--- src/rtl/pipe_hazard_ctrl.sv ---
// Stall/flush sequencer for the 5-stage MIPS-Lite pipeline: load-use bubbles,
// taken-branch flushes, data-memory req/ack freeze with timeout, stall counter.
module pipe_hazard_ctrl #(
    parameter int MEM_TIMEOUT = 16,
    parameter int CNT_W       = 32
) (
    input  logic             clk,
    input  logic             rst,
    input  logic [4:0]       id_rs,
    input  logic [4:0]       id_rt,
    input  logic             id_uses_rt,
    input  logic             ex_MemRead,
    input  logic [4:0]       ex_wn,
    input  logic             branch_taken,
    input  logic             mem_MemRead,
    input  logic             mem_MemWrite,
    input  logic             dmem_ack,
    output logic             dmem_req,
    output logic             pc_we,
    output logic             ifid_we,
    output logic             ifid_flush,
    output logic             idex_we,
    output logic             idex_flush,
    output logic             exmem_we,
    output logic             memwb_flush,
    output logic             mem_err,
    output logic [CNT_W-1:0] stall_cycles
);

    localparam int WC_W = $clog2(MEM_TIMEOUT + 1);

    typedef enum logic {RUN, MEM_WAIT} state_t;

    state_t            state_reg, state_next;
    logic [WC_W-1:0]   wait_cnt_reg, wait_cnt_next;
    logic              mem_err_reg, mem_err_next;
    logic [CNT_W-1:0]  stall_cycles_reg;

    logic memop;
    logic load_use;
    logic freeze;

    assign memop    = mem_MemRead | mem_MemWrite;
    // $0 is hard-wired zero, so a load targeting it never creates a dependency.
    assign load_use = ex_MemRead && (ex_wn != 5'd0) &&
                      ((ex_wn == id_rs) || (id_uses_rt && (ex_wn == id_rt)));

    always_comb begin
        state_next    = state_reg;
        wait_cnt_next = wait_cnt_reg;
        mem_err_next  = mem_err_reg;
        freeze        = 1'b0;
        dmem_req      = 1'b0;
        pc_we         = 1'b1;
        ifid_we       = 1'b1;
        ifid_flush    = 1'b0;
        idex_we       = 1'b1;
        idex_flush    = 1'b0;
        exmem_we      = 1'b1;
        memwb_flush   = 1'b0;

        if (rst) begin
            state_next    = RUN;
            wait_cnt_next = '0;
            mem_err_next  = 1'b0;
            pc_we         = 1'b0;
            ifid_we       = 1'b0;
            idex_we       = 1'b0;
            exmem_we      = 1'b0;
            ifid_flush    = 1'b1;
            idex_flush    = 1'b1;
            memwb_flush   = 1'b1;
        end else begin
            case (state_reg)
                RUN: begin
                    if (memop) begin
                        dmem_req = 1'b1;
                        if (!dmem_ack) begin
                            freeze        = 1'b1;
                            state_next    = MEM_WAIT;
                            wait_cnt_next = WC_W'(1);
                        end
                    end
                end
                MEM_WAIT: begin
                    dmem_req = 1'b1;
                    if (dmem_ack) begin
                        state_next    = RUN;
                        wait_cnt_next = '0;
                    end else if (wait_cnt_reg == WC_W'(MEM_TIMEOUT)) begin
                        // Give up on the memory and let the pipeline move on.
                        mem_err_next  = 1'b1;
                        state_next    = RUN;
                        wait_cnt_next = '0;
                    end else begin
                        freeze        = 1'b1;
                        wait_cnt_next = wait_cnt_reg + WC_W'(1);
                    end
                end
                default: begin
                    state_next    = RUN;
                    wait_cnt_next = '0;
                end
            endcase

            if (freeze) begin
                pc_we       = 1'b0;
                ifid_we     = 1'b0;
                idex_we     = 1'b0;
                exmem_we    = 1'b0;
                memwb_flush = 1'b1;
            end else if (branch_taken) begin
                // The ID instruction is wrong-path, so any load-use stall is moot.
                ifid_flush = 1'b1;
                idex_flush = 1'b1;
            end else if (load_use) begin
                pc_we      = 1'b0;
                ifid_we    = 1'b0;
                idex_flush = 1'b1;
            end
        end
    end

    always_ff @(posedge clk) begin
        if (rst) begin
            state_reg        <= RUN;
            wait_cnt_reg     <= '0;
            mem_err_reg      <= 1'b0;
            stall_cycles_reg <= '0;
        end else begin
            state_reg    <= state_next;
            wait_cnt_reg <= wait_cnt_next;
            mem_err_reg  <= mem_err_next;
            if (!pc_we && (stall_cycles_reg != {CNT_W{1'b1}}))
                stall_cycles_reg <= stall_cycles_reg + CNT_W'(1);
        end
    end

    assign mem_err      = mem_err_reg;
    assign stall_cycles = stall_cycles_reg;

endmodule

--- config.mk ---
export PLATFORM = sky130hd
export DESIGN_NAME = pipe_hazard_ctrl
export DESIGN_NICKNAME = d
export VERILOG_FILES = /design/src/rtl/pipe_hazard_ctrl.sv
export SDC_FILE = /design/constraint.sdc
export NUM_CORES = 1
export LEC_CHECK = 0
export ABC_CLOCK_PERIOD_IN_PS = 2000
export CAP_MARGIN = 20
export CORE_MARGIN = 3
export CORE_UTILIZATION = 40
export DETAILED_ROUTE_END_ITERATION = 16
export HOLD_SLACK_MARGIN = 0.06
export PLACE_DENSITY_LB_ADDON = 0.25
export SYNTH_ARGS = -nofsm -noshare
export SYNTH_HDL_FRONTEND = slang
export SYNTH_SLANG_ARGS = --single-unit
--- constraint.sdc ---
create_clock -name clk -period 2 [get_ports clk]
set_input_delay 0.4 -clock clk [delete_from_list [all_inputs] [get_ports clk]]
set_output_delay 0.4 -clock clk [all_outputs]
set_load 0.02 [all_outputs]
Word-level counts from Yosys, hierarchy flattened
Index checks and enable logic that the tools add are counted. W data, S select, Z words.

Reductions and logical operators: 9. Eq/ne operators: 6. Bitwise logic cells: 3. Multiplexer cells: 29. Add/sub/neg operators: 2.

Operators with widths (count): $add A32 B1 Y32 const B (1); $ne A32 B32 Y1 const B (1); $mux W1 (22); $mux W5 (4); $eq A5 B5 Y1 (2); $pmux W5 S2 (1); $add A5 B1 Y5 const B (1); $eq A5 B5 Y1 const B (1); $reduce_bool A5 Y1 (1); $logic_and A1 B1 Y1 (4); $ne A2 B2 Y1 const B (2); $pmux W1 S2 (2); $reduce_and A3 Y1 (1); $not A1 Y1 (2); $reduce_and A2 Y1 (1); $logic_not A1 Y1 (1); $logic_or A1 B1 Y1 (1); $or A1 B1 Y1 (1).

Input port bits: 23. Flip-flop bits (word level): 39. Logic and storage cells: 53. Output and inout port bits: 41.

Longest topological paths before layout
Depth after elaboration: 10. Depth in mapped cells: 10. Depth with buffers taken out: 8.

Least setup slack after synthesis
No wires, ideal clock.

Path kind: register to register. Start: register stall_cycles_reg[0], in the netlist stall_cycles[0]. End: register stall_cycles_reg[23], in the netlist stall_cycles[23]. Slack: -0.352 ns. Setup time: 0.121 ns. Period minus slack after synthesis: 2.352 ns. Stages on the path, launching flop included: 10. Arrival: 2.231 ns. Data required time: 1.879 ns. Buffers on the path: 2. Cells stage by stage: dfxtp_1 -> ha_1 -> and2_1 -> buf_2 -> and4bb_1 -> or4b_1 -> o211ai_2 -> buf_6 -> nor4_1 -> mux2_4.

Longest elaborated chain between the ends: 2. Elaborated cells on any way between the ends: 3.

Ends and longest elaborated chain: start: declaration (line 37) `logic [CNT_W-1:0] stall_cycles_reg;`; start signal: assignment (line 135) `stall_cycles_reg <= stall_cycles_reg + CNT_W'(1);`; branches (longest 2 deep; another with $add A32 B1 Y32).

Parallel ways; which one is timed is not known. A chain may end at the register's enable or synchronous reset.

Final worst setup path
Start: register wait_cnt_reg[0]. End: output pc_we.

Longest elaborated chain between the ends: 7.

Ends and longest elaborated chain: start: declaration (line 35) `logic [WC_W-1:0] wait_cnt_reg, wait_cnt_next;`; start signal: assignment (line 132) `wait_cnt_reg <= wait_cnt_next;`; $eq A5 B5 Y1 (line 90) `end else if (wait_cnt_reg == WC_W'(MEM_TIMEOUT)) begin`; $mux W1 (line 90); $mux W1 (line 87) `if (dmem_ack) begin`; $pmux W1 S2 (line 74) `case (state_reg)`; $mux W1 (line 62) `if (rst) begin`; $mux W1 (line 106) `if (freeze) begin`; $mux W1 (line 62); end: declaration (line 19) `output logic pc_we,`.

Every way passes these cells. The select of a mux whose other input is x is not followed.

==> flow_summary.toml <==
[run_status]
status = "finished with violations"
violations = "negative setup slack"

[layout]
stdcell_area_um2 = 3740
fin_util_pct = 71.4
area_growth_syn_to_layout_pct = 67.8
drive_gt1_share_pct = 35.4
antenna_cells = 0
fillers = 427
largest_reg_flops = 32
multiInputGateArea_um2 = 1440
regArea_um2 = 802
nNetsFinal = 432

[synthesis]
synth.top_cell.area_share_pct = 35.0
synth_largest_area_cell = "dfxtp_1"
syn_area_per_cell_um2 = 8.28
yosys_warnings = 0
syn_nets = 295
synth.area.top_cells = "dfxtp_1 35%, a21oi_1 6.1%, or3_1 4.2%, nor2_1 4.0%, nand4_1 3.9%"
syn_inst = 269
synth_edf_count = 0
yosys_register_bits = 39
synth-seq-area-share_pct = 35.0
synth_ff_type = "dfxtp_1"
yosysMostFrequentCell = "dfxtp_1"
ys_top_cells_by_count = "39 x dfxtp_1, 27 x a21oi_1, 24 x nor2_1, 15 x or3_1"
synthArstFlopShare_pct = 0
syn-cell-area_um2 = 2230
yosysUniqueCellTypes = 48

[drt]
routed-via-count = 2529
dr.pass1.iters = 4
drc = 0
ant_nets = 0
route.detailed.wl_per_inst_um = 14.1
wl_um = 6730
viasPerCell = 5.30
drt_iter0_drc = 64

[timing]
period_minus_slack_ns = 2.16
worst_clock_skew_ns = 0.0109
grt_setup_unrepaired = "true"
finalSetupTns_ns = -2.46
setup_viol = 32
relSlewSlack_pct = 76.9
hold_viol = 0
whs_ns = 0.493
worst_slew_pin_slew_ns = 0.343
fmax_mhz = 463
finalMaxSlewViolations = 0
worst_slack_ns = -0.162
min_period_over_period_pct = 108

[setup_path]
crit_path_end_kind = "output pin"
crit_chain = "inv_2, ha_4, and4bb_2, nand2_4, a21o_4, a21oi_2, buf_4, buf_6"
cp.required_ns = 1.60
crit_arrival_ns = 1.76
start_kind = "flop"
cpPeakStageDelay_ns = 0.33
crit_slowest_cell = "dfxtp_2"
path_class = "reg2out"
critPathMaxFanout = 4

[pwr]
cellPowerDensity_nw_per_um2 = 460
irDropWorstVdd_mv = 0.327
leakage_nw = 1.46
finalPower_mw = 1.72

[placement]
portBuffers = 63
dpl.hpwl_um = 4900
gp_congestion = 0.804
placed_cell_area_um2 = 3460

[clock_tree]
tritoncts = "done"
insertion_delay_ns = 0.30
h-tree-depth = 2
cts_sinks = 39
cts_buffer_depth = 2
cts_buffers = 5
cts-hold-fix-buffers = 0
path_clk_slew_ns = 0.07
clock-root-buffer = "clkbuf_8"

[floorplan]
die_w_um = 80.6
fp.coreArea_um2 = 5240
dieHeight_um = 80.6
die_area_um2 = 6500
rows = 26
start_util_pct = 42.5
ios = 64

[global_routing]
overflow = 0
grt_pass1_vias = 2444
grt_max_degree = 29
track_usage_pct = 21.9
grt_pass1_wl_um = 11200
antenna_found_initial = 0

[min_path]
hp-class = "reg2reg"

[job]
maxCapViolations = 0
-- metal layers --
layer | global-route usage (%) | vias up | wire (um)
met5 | 0 | - | 0
met4 | 9.29 | 0 | 185
met3 | 3.59 | 17 | 242
met2 | 37.8 | 61 | 3470
met1 | 26.6 | 1176 | 2830
li1 | - | 1275 | -
-- final cells by class --
class	instances	share of cell area [%]
sequential	39	21.5
tap	70	2.34
clock inverter	1	0.134
inverter	7	0.770
timing repair buffer	146	34.6
clock buffer	7	2.31
multi-input combinational	207	38.4
-- power breakdown --
| part | switching (mW) | internal (mW) | total (mW) | leakage [nW] |
|---|---|---|---|---|
| Combinational | 0.169 | 0.190 | 0.359 | 1.09 |
| Sequential | 0.00905 | 0.789 | 0.798 | 0.322 |
| Clock | 0.285 | 0.278 | 0.563 | 0.0482 |
-- stage by stage --
stage | setup slack [ns] | instances
finish | -0.162 | 477
floorplan | -0.123 | 269
global route | -0.222 | 477
CTS | -0.130 | 475
detailed placement | -0.717 | 460
global placement | -0.643 | 460
-- final timing paths --
kind / startpoint / end / slack (ns) / depth (start not counted)
setup / recovery: wait_cnt_reg[0] / pc_we / -0.16 / 8
hold / removal: mem_err / mem_err / 0.49 / 2
setup reg to reg: wait_cnt_reg[0] / stall_cycles[23] / -0.15 / 10
hold reg to reg: mem_err / mem_err / 0.49 / 2
-- cell families after synthesis --
family,count (synthesis),synth area share (%)
mux,3,1.63
flops,39,35.0
buf+inv,23,6.46
simple gates,117,30.6
xor+xnor,15,5.90
compound gates,69,18.7
fa+ha+maj,3,1.68
-- critical path: cells and delay by family (launching register included) --
family	cells	cell delay, ns
adder cells (fa/ha/maj)	1	0.12
buffers and inverters	3	0.30
flip-flops	1	0.33
AND/OR/NAND/NOR	2	0.35
AO/OA/AOI/OAI	2	0.36
-- cell usage in the layout (no fill, tap or decap), types with 2 or more instances in the layout --
cell type        Yosys  layout
o31a_1               3       3
nor3b_1              2       2
nor4_2               0       3
o21ai_0              9       6
clkbuf_8             0       6
nor2b_1              3       3
dfxtp_4              0       2
o21ai_1             11      14
nor2_2               1       2
nor2_1              24      23
inv_2                0       2
ha_4                 0       2
nand4_1             14      14
or4_1               10       8
or3_1               15      15
a21oi_2              0       7
a21oi_1             27      20
clkdlybuf4s50_1      0      40
buf_4                3      73
or4_4                0       2
dlygate4sd2_1        0      15
nand3_1             14      14
o21ba_1              2       2
o2111ai_1            2       2
xnor2_1             10      10
dfxtp_2              0      11
o31ai_1              8       7
nand2_1             14      13
and4_1               3       2
dfxtp_1             39      26
and3_1               2       2
inv_1                7       4
xor2_1               5       5
buf_6                6      16
-- timing repair --
action | in CTS | in global routing
setup buffers | 6 | 3
setup endpoints to repair | 40 | 38
pin swaps | 19 | 6
resized for setup | 75 | 20
cloned | 1 | 0
No activity file was read; power rests on OpenSTA's default activity.
